### config.mk
export PLATFORM = sky130hd
export DESIGN_NAME = score_bcd_accumulator
export DESIGN_NICKNAME = d
export VERILOG_FILES = /design/src/rtl/score_bcd_accumulator.sv
export SDC_FILE = /design/constraint.sdc
export NUM_CORES = 1
export LEC_CHECK = 0
export ABC_AREA = 1
export CAP_MARGIN = 40
export CORE_MARGIN = 5
export CORE_UTILIZATION = 35
export CTS_CLUSTER_DIAMETER = 40
export DETAILED_ROUTE_END_ITERATION = 8
export GPL_ROUTABILITY_DRIVEN = 1
export PLACE_DENSITY = 0.63
export SETUP_SLACK_MARGIN = 0.15
export SLEW_MARGIN = 25
export SYNTH_ARGS = -nofsm -noshare
export SYNTH_HDL_FRONTEND = slang
export SYNTH_SLANG_ARGS = --single-unit
### constraint.sdc
create_clock -name CLK -period 6.4 [get_ports CLK]
set_clock_uncertainty 0.15 [all_clocks]
set_input_delay 0.64 -clock CLK [delete_from_list [all_inputs] [get_ports CLK]]
set_output_delay 0.64 -clock CLK [all_outputs]
set_load 0.01 [all_outputs]
### src/rtl/score_bcd_accumulator.sv
// Digit-serial BCD score accumulator: buffers point pulses, adds a fixed BCD
// increment one digit per cycle, saturates at all nines and tracks a high score.

module score_bcd_accumulator_chk #(
   parameter int DIGITS = 4
) (
   input logic                  CLK,
   input logic                  RST,
   input logic [4*DIGITS-1:0]   SCORE,
   input logic [4*DIGITS-1:0]   HIGH,
   input logic                  BUSY,
   input logic                  UPD
);

   function automatic logic bcd_ok(input logic [4*DIGITS-1:0] v);
      logic ok;
      ok = 1'b1;
      for (int d = 0; d < DIGITS; d++) begin
         if (v[d*4 +: 4] > 4'd9) begin
            ok = 1'b0;
         end
      end
      return ok;
   endfunction

   // Structural invariants of the committed outputs
   always_ff @(posedge CLK) begin
      if (RST) begin
         assert (bcd_ok(SCORE));
         assert (bcd_ok(HIGH));
         assert (HIGH >= SCORE);
         assert (!(UPD && BUSY));
      end
   end

endmodule

module score_bcd_accumulator #(
   parameter int                  DIGITS     = 4,
   parameter logic [4*DIGITS-1:0] POINTS_BCD = 16'h0010,
   parameter int                  PEND_W     = 2
) (
   input  logic                  CLK,
   input  logic                  RST,
   input  logic                  P,
   input  logic                  CLR,
   output logic [4*DIGITS-1:0]   SCORE,
   output logic [4*DIGITS-1:0]   HIGH,
   output logic                  BUSY,
   output logic                  UPD,
   output logic                  SAT,
   output logic                  DROP
);

   localparam int                W         = 4 * DIGITS;
   localparam int                IDX_W     = (DIGITS > 1) ? $clog2(DIGITS) : 1;
   localparam logic [W-1:0]      ALL_NINES = {DIGITS{4'h9}};
   localparam logic [W-1:0]      ZERO_W    = {W{1'b0}};
   localparam logic [PEND_W-1:0] PEND_MAX  = {PEND_W{1'b1}};
   localparam logic [PEND_W-1:0] PEND_ZERO = {PEND_W{1'b0}};
   localparam logic [PEND_W-1:0] PEND_ONE  = PEND_W'(1'b1);
   localparam logic [IDX_W-1:0]  IDX_ZERO  = {IDX_W{1'b0}};
   localparam logic [IDX_W-1:0]  IDX_ONE   = IDX_W'(1'b1);
   localparam logic [IDX_W-1:0]  IDX_LAST  = IDX_W'(DIGITS - 1);

   typedef enum logic [1:0] {
      ST_IDLE = 2'd0,
      ST_ADD  = 2'd1,
      ST_CMP  = 2'd2
   } state_t;

   // Returns {carry_out, digit} for one decimal digit position
   function automatic logic [4:0] bcd_digit_add(input logic [3:0] a,
                                                input logic [3:0] b,
                                                input logic       cin);
      logic [4:0] s;
      s = {1'b0, a} + {1'b0, b} + {4'b0000, cin};
      if (s > 5'd9) begin
         return {1'b1, 4'(s - 5'd10)};
      end else begin
         return {1'b0, s[3:0]};
      end
   endfunction

   state_t              state_r, state_s;
   logic [W-1:0]        work_r, score_r, high_r, commit_s;
   logic [IDX_W-1:0]    idx_r;
   logic                carry_r;
   logic [PEND_W-1:0]   pend_r, pend_s;
   logic                sat_r, upd_r, drop_r, busy_r;
   logic                launch_s, last_s, pend_full_s, accept_s, drop_s;
   logic                overflow_s, raise_s;
   logic [4:0]          sum_s;

   // Next-state logic of the add sequencer
   always_comb begin
      state_s  = state_r;
      launch_s = 1'b0;
      last_s   = (idx_r == IDX_LAST);
      case (state_r)
         ST_IDLE: begin
            if (pend_r != PEND_ZERO) begin
               state_s  = ST_ADD;
               launch_s = 1'b1;
            end else begin
               state_s  = ST_IDLE;
            end
         end
         ST_ADD: begin
            if (last_s) begin
               state_s = ST_CMP;
            end else begin
               state_s = ST_ADD;
            end
         end
         ST_CMP:  state_s = ST_IDLE;
         default: state_s = ST_IDLE;
      endcase
   end

   // Pending-pulse bookkeeping; a full queue discards the pulse unless a launch frees a slot
   always_comb begin
      pend_s      = pend_r;
      pend_full_s = (pend_r == PEND_MAX);
      drop_s      = P && pend_full_s && !launch_s;
      accept_s    = P && !drop_s;
      case ({accept_s, launch_s})
         2'b10:   pend_s = pend_r + PEND_ONE;
         2'b01:   pend_s = pend_r - PEND_ONE;
         default: pend_s = pend_r;
      endcase
   end

   // Digit adder and commit value
   always_comb begin
      sum_s      = bcd_digit_add(work_r[{idx_r, 2'b00} +: 4],
                                 POINTS_BCD[{idx_r, 2'b00} +: 4], carry_r);
      overflow_s = carry_r || sat_r;
      if (overflow_s) begin
         commit_s = ALL_NINES;
      end else begin
         commit_s = work_r;
      end
      raise_s = (commit_s > high_r);
   end

   // Register update; reset dominates clear, clear aborts any add in flight
   always_ff @(posedge CLK) begin
      if (!RST) begin
         state_r <= ST_IDLE;
         work_r  <= ZERO_W;
         idx_r   <= IDX_ZERO;
         carry_r <= 1'b0;
         pend_r  <= PEND_ZERO;
         score_r <= ZERO_W;
         high_r  <= ZERO_W;
         sat_r   <= 1'b0;
         upd_r   <= 1'b0;
         drop_r  <= 1'b0;
         busy_r  <= 1'b0;
      end else if (CLR) begin
         state_r <= ST_IDLE;
         work_r  <= ZERO_W;
         idx_r   <= IDX_ZERO;
         carry_r <= 1'b0;
         pend_r  <= PEND_ZERO;
         score_r <= ZERO_W;
         sat_r   <= 1'b0;
         upd_r   <= 1'b0;
         drop_r  <= 1'b0;
         busy_r  <= 1'b0;
      end else begin
         state_r <= state_s;
         pend_r  <= pend_s;
         upd_r   <= (state_r == ST_CMP);
         drop_r  <= drop_s;
         busy_r  <= (state_s != ST_IDLE);
         case (state_r)
            ST_IDLE: begin
               if (launch_s) begin
                  work_r  <= score_r;
                  idx_r   <= IDX_ZERO;
                  carry_r <= 1'b0;
               end
            end
            ST_ADD: begin
               work_r[{idx_r, 2'b00} +: 4] <= sum_s[3:0];
               carry_r                     <= sum_s[4];
               if (!last_s) begin
                  idx_r <= idx_r + IDX_ONE;
               end
            end
            ST_CMP: begin
               score_r <= commit_s;
               if (overflow_s) begin
                  sat_r <= 1'b1;
               end
               if (raise_s) begin
                  high_r <= commit_s;
               end
            end
            default: begin
               work_r <= work_r;
            end
         endcase
      end
   end

   assign SCORE = score_r;
   assign HIGH  = high_r;
   assign BUSY  = busy_r;
   assign UPD   = upd_r;
   assign SAT   = sat_r;
   assign DROP  = drop_r;

   score_bcd_accumulator_chk #(.DIGITS(DIGITS)) u_chk (
      .CLK   (CLK),
      .RST   (RST),
      .SCORE (score_r),
      .HIGH  (high_r),
      .BUSY  (busy_r),
      .UPD   (upd_r)
   );

endmodule

==> impl_results.md, run 1 <==
* Total track usage at between 10% and 20%
* Hold Path Cell Cnt at 2
* Diode count at 0
* EDFF count, synth at 0
* Final Cell Area at around 3900 um2
* Slew Viols, Final at 0
* Die H at approximately 110 um
* Levels on crit path at 16
* Routed Antenna Nets at 0
* Worst skew pair latency at between 0.3 and 0.4 ns
* Gpl congestion at about 0.95
* Clk root buf: clkbuf_8
* Die X at roughly 110 um
* Total wire length at 8.132 mm
* Vias/cell at a little over 5
* Share of the synthesized area in the top cell type at 37.30%
* Clock buffer count from CTS at 9
* Layout area overhead at 21.61%
* Total number of vias at ~3000
* Post-synth ARST share at 0%
* Critical Path Fanout Max at 21
* Fin nets at around 510
* Fraction of layout cells with a size suffix above 1 at 9.691%
* Number of port buffers at 39
* Met1 wire length at about 3.8 mm
* Status: finished clean
* Row count at 34
* Clock Sinks at 59
* 1st-iter DRT viols at 130
* Initial antenna violation count at 0
* Post-synthesis cell area at roughly 3200 um2
* I/O Pins at 40
* R2r worst-path depth at 16
* PnR worst setup slack at between 3 and 4 ns
* Drt wl/cell at ~14 um
* CP cell instances: inv_4 > nor2_1 > nor2_1 > a21oi_1 > fa_1 > inv_1 > ha_1 > inv_1 > nand3_1 > nand3_4 > nand2_4 > nand2_2 > nand3_2 > nor2_2 > nand2_1 > a21oi_2
* Starting Density at about 36%
* Largest net degree at the start of global routing at 30
* Top Layer Used: met4
* Final Cycle Share at between 50% and 60%
* Hold Crit Class: flop to flop
* Slowest CP cell: dfxtp_1
* Worst-Margin Slew at 0.8028 ns
* Wire length on met2 at approximately 3.7 mm
* Crit path DAT at about 3.4 ns
* F_max at 309.7 MHz
* Crit path kind: flop to flop
* Area after DPL at ~3600 um2
* RSZ-0062 raised after global routing: false
* Most frequent cells in the layout: 60 x nand2_1, 60 x a21oi_1, 59 x dfxtp_1
* Clock tree buffer depth at 2
* Pre-CTS setup slack at ~3 ns
* Largest cells by area after synthesis: dfxtp_1 37%, a21oi_1 9.5%, ha_1 8.7%
* H-Tree Depth at 3
* Metal3 WL at 481 um
* # placed instances at ~580
* Fin crit period at 3.229 ns
* Final setup TNS at 0 ns
* Avg Inst Size Synth at just over 7 um2
* Ys flop type: dfxtp_1
* Final Non-Filler Cells at about 600
* Synthesized instance count at roughly 440
* CTS tree: built
* P_leak at around 0.0016 uW
* Relative slew margins at 46.41%
* WP buf/inv at 3
* Maximum vdd drop at roughly 0.000099 V
* Filler Cell Count at 917
* Residual overflow from global routing at 0
* Drt drc at 0
* Vias in the first global route at between 2000 and 3000
* First-pass GRT wire length at between 10 and 15 mm
* Setup bufs post-CTS at 0
* PostCTS Resize Cnt at 0
* Core area at 8763 um2
* Final Hold Viols at 0
* Cell taking the most area after synthesis: dfxtp_1
* CP top delay family: simple AND/OR/NAND/NOR gates
* Pwr per Cell Area at just over 200 nW/um2
* Max-cap violations at 0
* Hpwl dp at roughly 6 mm
* Sequential element share of the synthesized area at 37.30%
* DIE AREA at roughly 11000 um2
* Syn. warnings at 0
* #FFs+latches synth at 59
* Crit. End Element: flop
* Max incr delay on CP at ~0.84 ns
* Initial DRT Pass Iterations at 5
* WP data required at roughly 6.5 ns
* Syn_nets at ~470
* Worst-path clk slew at around 0.07 ns
* Crit path launch type: flop
* Synth cell types at 31
* # hold bufs at CTS at 0
* Setup violators final at 0
==> final timing paths <==
path / from / to / slack (ns)
setup / recovery: idx_r[0] / work_r[6] / 3.17
hold / removal: HIGH[9] / HIGH[9] / 0.33
setup reg to reg: idx_r[0] / work_r[6] / 3.17
hold reg to reg: HIGH[9] / HIGH[9] / 0.33
==> area by class of cell <==
class / count / area, um2 / area share [%]
multi-input combinational: 310 / 1693 / 43.96
timing repair buffer: 42 / 420.4 / 10.92
inverter: 58 / 220.2 / 5.718
clock inverter: 6 / 63.81 / 1.657
clock buffer: 10 / 137.6 / 3.574
sequential: 59 / 1181 / 30.67
tap: 108 / 135.1 / 3.509
==> tightest hold or removal path, stage by stage (launching register included) <==
cell	delay, ns
dfxtp_1	0.31
inv_1	0.07
a21oi_1	0.05
==> through the flow <==
| stage | utilization (%) | power [uW] | hold slack [ns] |
|---|---|---|---|
| CTS | 43.69 | 791.0 | 0.3290 |
| finish | 43.95 | 787.3 | 0.3253 |
| detailed placement | 41.39 | 444.3 | 0.3186 |
| floorplan | - | 428.1 | 0.3187 |
| global route | 43.95 | 816.7 | 0.3425 |
| global placement | 41.39 | 442.6 | 0.3168 |
==> logic make-up after synthesis <==
kind of cell / after synthesis / synth area share [%]
simple gates: 161 / 23.31
buf+inv: 72 / 9.245
xor+xnor: 1 / 0.2766
fa+ha+maj: 23 / 9.324
flops: 59 / 37.30
compound gates: 125 / 20.55
==> per-layer routing <==
metal	GRT usage, %	vias to the layer above
li1	-	1537
met1	20.11	1368
met2	23.65	88
met3	3.083	12
met4	6.210	0
met5	0	-
==> sequential cells by signal, indices dropped and copies added (netlist names) <==
signal,count
work_r,16
DROP,1
SCORE,16
SAT,1
UPD,1
idx_r,2
state_r,2
BUSY,1
pend_r,2
HIGH,16
carry_r,1
==> power breakdown <==
part	leakage (uW)	switching [uW]	total, uW	internal, uW
combinational	0.000999	41.5	61.9	20.5
sequential	0.000476	4.25	375	371
clock	0.0000987	160	350	190
total	0.00157	206	787	582
==> synthesized netlist by cell type, types with 2 or more instances <==
cell type / number
clkbuf_1: 11
nand3_1: 15
dfxtp_1: 59
nand4_1: 5
nor2_1: 55
inv_2: 5
inv_1: 49
o21ai_0: 55
a31oi_1: 5
nor3_1: 6
a21oi_2: 2
a21oi_1: 60
nor2_2: 3
clkinv_1: 3
nand2_1: 60
nand2_2: 7
ha_1: 22
nand3_2: 6
Note: power is estimated with default switching activity, not from simulation.
==> run 2, diff against run 1 <==
- clock period: 6.4 -> 3.3 ns (I/O delays scaled with it)
==> run 2 against run 1 <==
Against the previous run:
- count of clock-buffer cells in the layout fell by 1
- highest routed layer unchanged
- utilization grew 0.39 points
- die area unchanged
- critical path type unchanged
==> impl_results.md, run 2 (synthesized netlist as in run 1, its figures left out) <==
* Status: finished clean (unchanged)
* Die H at 105.1 um (unchanged)
* Vias/cell at 5.132 (was 5.067)
* Setup violators final at 0 (unchanged)
* Worst skew pair latency at 0.35 ns (was 0.34 ns)
* Max-cap violations at 0 (unchanged)
* Layout area overhead at 22.68% (was 21.61%)
* # placed instances at 581 (was 575)
* Initial DRT Pass Iterations at 5 (unchanged)
* Setup bufs post-CTS at 0 (unchanged)
* WHS Endpoint: HIGH[1] (was HIGH[9])
* Initial antenna violation count at 0 (unchanged)
* Reg2reg end: work_r[6] (unchanged)
* Fin crit period at 2.768 ns (was 3.229 ns)
* Switching Share at 27.81% (was 26.11%)
* Hold Path Cell Cnt at 2 (unchanged)
* Final Non-Filler Cells at 597 (was 593)
* # hold bufs at CTS at 0 (unchanged)
* Worst-path clk slew at 0.07 ns (about the same)
* 1st-iter DRT viols at 196 (was 130)
* Pint at 1111 uW (was 581.7 uW)
* H-Tree Depth at 3 (unchanged)
* Hold Path Origin: HIGH[1] (was HIGH[9])
* Fin util at 44.33% (was 43.95%)
* Gpl congestion at 0.9420 (was 0.9519)
* Most frequent cells in the layout: 60 x nand2_1, 60 x a21oi_1, 59 x dfxtp_1 (unchanged)
* Routed Antenna Nets at 0 (unchanged)
* DIE AREA at 11050 um2 (unchanged)
* Clock buffer count from CTS at 9 (unchanged)
* P_leak at 0.001595 uW (was 0.001573 uW)
* Drt wl/cell at 14.07 um (was 13.71 um)
* Hold Crit Class: flop to flop (unchanged)
* WP data required at 3.44 ns (was 6.53 ns)
* Vias in the first global route at 2818 (was 2971)
* Crit path launch type: flop (unchanged)
* Hpwl dp at 6.313 mm (was 6.179 mm)
* First-pass GRT wire length at 13.88 mm (was 13.81 mm)
* Final Hold Viols at 0 (unchanged)
* Die X at 105.1 um (unchanged)
* PostCTS Resize Cnt at 0 (unchanged)
* Total number of vias at 3064 (was 3005)
* Total wire length at 8.400 mm (was 8.132 mm)
* Residual overflow from global routing at 0 (unchanged)
* Core area at 8763 um2 (unchanged)
* Total track usage at 15.33% (was 15.06%)
* Final Cycle Share at 83.89% (was 50.45%)
* Worst-Margin Slew at 0.5182 ns (was 0.8028 ns)
* CTS tree: built (unchanged)
* Drt drc at 0 (unchanged)
* Maximum vdd drop at 0.0002038 V (was 0.00009910 V)
* I/O Pins at 40 (unchanged)
* Combinational Power Share at 8.0% (was 7.9%)
* Sw Pwr at 428.1 uW (was 205.5 uW)
* RSZ-0062 raised after global routing: false (unchanged)
* Slew Viols, Final at 0 (unchanged)
* Crit path kind: flop to flop (unchanged)
* Seq pwr share at 47.2% (was 47.7%)
* Largest net degree at the start of global routing at 36 (was 30)
* Fraction of layout cells with a size suffix above 1 at 10.43% (was 9.691%)
* Relative slew margins at 65.24% (was 46.41%)
* Final setup TNS at 0 ns (unchanged)
* Crit. End Element: flop (unchanged)
* F_max at 361.2 MHz (was 309.7 MHz)
* Starting Density at 36.14% (unchanged)
* Clock Sinks at 59 (unchanged)
* Number of port buffers at 39 (unchanged)
* R2r worst-path depth at 17 (was 16)
* R2R setup slack at 0.53 ns (was 3.17 ns)
* Crit path DAT at 2.91 ns (was 3.36 ns)
* Diode count at 0 (unchanged)
* Fin nets at 511 (was 507)
* Clock Power Share at 44.8% (was 44.5%)
* FF-to-FF Start: idx_r[0] (unchanged)
* Clock tree buffer depth at 2 (unchanged)
* Clk root buf: clkbuf_8 (unchanged)
* Critical Path Fanout Max at 14 (was 21)
* Pwr per Cell Area at 396.2 nW/um2 (was 204.4 nW/um2)
* Row count at 34 (unchanged)
[run 2: cell types whose count changed in the layout (fill, tap and decap cells not counted)]
cell      change
clkinv_2      -1
buf_4         +5
clkinv_4      +2
buf_8         -1
clkbuf_8      -1
buf_12        +1
clkbuf_4      -1
[run 2: per-layer routing]
layer / vias to the layer above / track usage [%] / routed length (um)
met1: 1419 / 20.91 / 4000
li1: 1549 / - / -
met5: - / 0 / 0
met2: 84 / 23.38 / 3798
met4: 0 / 7.215 / 170
met3: 12 / 2.774 / 430
[run 2: worst max path at each step]
stage | start | end | slack, ns | cells after the start
2_1_floorplan | idx_r[0] | work_r[6] | 0.57 | 17
3_3_place_gp | idx_r[1] | work_r[6] | 0.66 | 15
3_5_place_dp | idx_r[0] | work_r[6] | 0.58 | 17
4_1_cts | idx_r[0] | work_r[6] | 0.54 | 17
5_1_grt | idx_r[0] | work_r[14] | 0.33 | 17
6_report | idx_r[0] | work_r[6] | 0.53 | 17
[run 2: metrics by stage]
stage / worst slack [ns] / area (um2) / total power, uW / hold slack (ns)
after global placement: 0.6619 / 3685 / 860.5 / 0.3148
after global routing: 0.3313 / 3885 / 1598 / 0.3567
after floorplan: 0.5653 / 3167 / 830.3 / 0.3184
final: 0.5317 / 3885 / 1539 / 0.3241
after CTS: 0.5449 / 3885 / 1553 / 0.3293
after detailed placement: 0.5847 / 3685 / 864.2 / 0.3171
[run 2: critical path: stages (launching register included)]
cell and delay, ns:
dfxtp_1 0.45, buf_4 0.26, inv_4 0.04, nor2_1 0.08, nor2_1 0.05, a21oi_1 0.15, fa_1 0.21, inv_1 0.07
ha_1 0.32, inv_1 0.12, nand3_1 0.13, nand3_4 0.14, nand2_4 0.07, nand2_2 0.09, nand3_2 0.08, nor2_2 0.12
nand2_1 0.08, a21oi_2 0.12
[run 2: power by group through the flow]
| stage | Combinational, uW | Sequential (uW) | Clock (uW) |
|---|---|---|---|
| after CTS | 122 | 727 | 705 |
| final | 123 | 727 | 689 |
| after global placement | 117 | 743 | 0 |
| after global routing | 138 | 728 | 732 |
| after detailed placement | 121 | 743 | 0 |
| after floorplan | 89.3 | 741 | 0 |
[run 2: final cells by class]
class	count	area (um2)
fillers	911	4878
multi-input cells	310	1693
flip-flops and latches	59	1181
repair buffers	46	455.4
inverters	58	220.2
well taps	108	135.1
clock buffers	9	123.9
clock inverters	7	76.32
==> run 3, diff against run 2 <==
- clock period: 3.3 -> 2.8 ns (I/O delays scaled with it)
==> run 3 against run 2 <==
Against the previous run:
- largest cell class unchanged
- cell count rose by 2.0%
- maximum frequency rose by 11%
- critical path depth fell by 2
- critical path type unchanged
- wire length rose by 5.2%
==> impl_results.md, run 3 (synthesized netlist as in run 1, its figures left out) <==
* Maximum vdd drop at 0.0002647 V (was 0.0002038 V)
* Crit. End Element: flop (unchanged)
* Number of port buffers at 39 (unchanged)
* Initial antenna violation count at 0 (unchanged)
* DIE AREA at 11050 um2 (unchanged)
* 1st-iter DRT viols at 238 (was 196)
* Starting Density at 36.14% (unchanged)
* Worst-Margin Slew at 0.5169 ns (was 0.5182 ns)
* Status: finished clean (unchanged)
* I/O Pins at 40 (unchanged)
* PnR worst setup slack at 0.2978 ns (was 0.5317 ns)
* Gpl congestion at 0.9068 (was 0.9420)
* Worst-path clk slew at 0.07 ns (about the same)
* Vias/cell at 5.020 (was 5.132)
* First-pass GRT wire length at 14.62 mm (was 13.88 mm)
* Routed Antenna Nets at 0 (unchanged)
* Storage element area at 1191 um2 (was 1181 um2)
* Final Non-Filler Cells at 609 (was 597)
* Largest net degree at the start of global routing at 30 (was 36)
* Setup violators final at 0 (unchanged)
* Die X at 105.1 um (unchanged)
* Worst skew pair latency at 0.35 ns (about the same)
* Pre-CTS setup slack at -0.02294 ns (was 0.5847 ns)
* Core area at 8763 um2 (unchanged)
* Clock buffer count from CTS at 9 (unchanged)
* Residual overflow from global routing at 0 (unchanged)
* Drt wl/cell at 14.50 um (was 14.07 um)
* Row count at 34 (unchanged)
* Crit path DAT at 2.63 ns (was 2.91 ns)
* Fin util at 46.90% (was 44.33%)
* RSZ-0062 raised after global routing: true (was false)
* Clock tree buffer depth at 2 (unchanged)
* Fin nets at 523 (was 511)
* WP data required at 2.93 ns (was 3.44 ns)
* Layout area overhead at 29.79% (was 22.68%)
* Die H at 105.1 um (unchanged)
* # placed instances at 584 (was 581)
* Hpwl dp at 6.421 mm (was 6.313 mm)
* P_leak at 0.001690 uW (was 0.001595 uW)
* Critical Path Fanout Max at 17 (was 14)
* Filler Cell Count at 883 (was 911)
* Max-cap violations at 0 (unchanged)
* Total track usage at 16.01% (was 15.33%)
* R2R setup slack at 0.30 ns (was 0.53 ns)
* Fraction of layout cells with a size suffix above 1 at 17.17% (was 10.43%)
* Total number of vias at 3057 (was 3064)
* Total wire length at 8.833 mm (was 8.400 mm)
* # hold bufs at CTS at 0 (unchanged)
* Tot Pwr at 1806 uW (was 1539 uW)
* Drt drc at 0 (unchanged)
* Most frequent cells in the layout: 59 x nand2_1, 59 x a21oi_1, 55 x dfxtp_1 (was 60 x nand2_1, 60 x a21oi_1, 59 x dfxtp_1)
* Clk root buf: clkbuf_8 (unchanged)
* Crit path launch type: flop (unchanged)
* Multi-input logic area at 1789 um2 (was 1693 um2)
* Fin crit period at 2.502 ns (was 2.768 ns)
* Final Hold Viols at 0 (unchanged)
* Final Cycle Share at 89.37% (was 83.89%)
* CTS tree: built (unchanged)
* F_max at 399.6 MHz (was 361.2 MHz)
* Hold Crit Class: flop to flop (unchanged)
* Relative slew margins at 65.27% (was 65.24%)
* Diode count at 0 (unchanged)
* H-Tree Depth at 3 (unchanged)
* Vias in the first global route at 3015 (was 2818)
* Initial DRT Pass Iterations at 4 (was 5)
* Clock Sinks at 59 (unchanged)
* Crit path kind: flop to flop (unchanged)
* Final setup TNS at 0 ns (unchanged)
* Slew Viols, Final at 0 (unchanged)
* Pwr per Cell Area at 439.4 nW/um2 (was 396.2 nW/um2)
run 3: cell types whose count changed in the layout (fill, tap and decap cells not counted), moves of 2 or more:
| cell | delta |
|---|---|
| inv_2 | +3 |
| dfxtp_1 | -4 |
| o21ai_0 | -4 |
| ha_4 | +2 |
| nor2_1 | -6 |
| ha_1 | -2 |
| o21ai_2 | +3 |
| inv_1 | -3 |
| clkinv_2 | +2 |
| dfxtp_2 | +2 |
| nor2_4 | +5 |
| clkinv_4 | -2 |
| dfxtp_4 | +2 |
| buf_4 | +10 |
run 3: path summary, 6_finish.rpt:
kind / endpoint / startpoint / depth (start not counted)
worst min register to register: HIGH[9] / HIGH[9] / 2
worst min-delay path: HIGH[9] / HIGH[9] / 2
worst max-delay path: HIGH[10] / carry_r / 15
worst max register to register: HIGH[10] / carry_r / 15
run 3: per-stage QoR:
step	area [um2]	hold slack [ns]
final	4110	0.3246
after global routing	4110	0.3492
after CTS	3902	0.3293
after detailed placement	3695	0.3167
after global placement	3695	0.3133
after floorplan	3168	0.2684
run 3: repair_timing:
action / 4_1_cts / 5_1_grt
pin swaps: 0 / 8
gates resized for setup: 8 / 35
setup buffers: 0 / 8
endpoints found under the setup margin: 16 / 27
gates cloned: 0 / 1
run 3: power by group:
part	leakage (uW)	switching, uW	internal [uW]	total [uW]
clock network	0.0000991	351	431	782
registers	0.000479	10.2	847	857
logic	0.00111	106	61.4	167
total	0.00169	467	1340	1810
run 3: layout make-up:
class	instances	share of cell area [%]
multi-input cells	310	43.53
flip-flops and latches	59	28.98
repair buffers	58	14.00
inverters	58	5.479
clock buffers	11	3.440
well taps	108	3.288
clock inverters	5	1.279
run 3: critical path, stage by stage (launching register included):
cell and delay (ns):
dfxtp_1 0.31, nor2_1 0.12, inv_2 0.06, buf_12 0.15
nor2_4 0.10, inv_1 0.06, ha_1 0.28, nand4_1 0.15
nor3_2 0.24, buf_4 0.15, a311oi_2 0.08, nand2_2 0.11
buf_4 0.13, clkbuf_16 0.16, nand2_1 0.05, a21oi_1 0.13
run 3: layer usage:
layer  global-route usage, %  up-vias  wire (um)
met4                   2.922        0         51
met5                       0        -          0
met2                   24.19       76       3947
met3                   5.055        6        571
li1                        -     1581          -
met1                   22.60     1394       4262
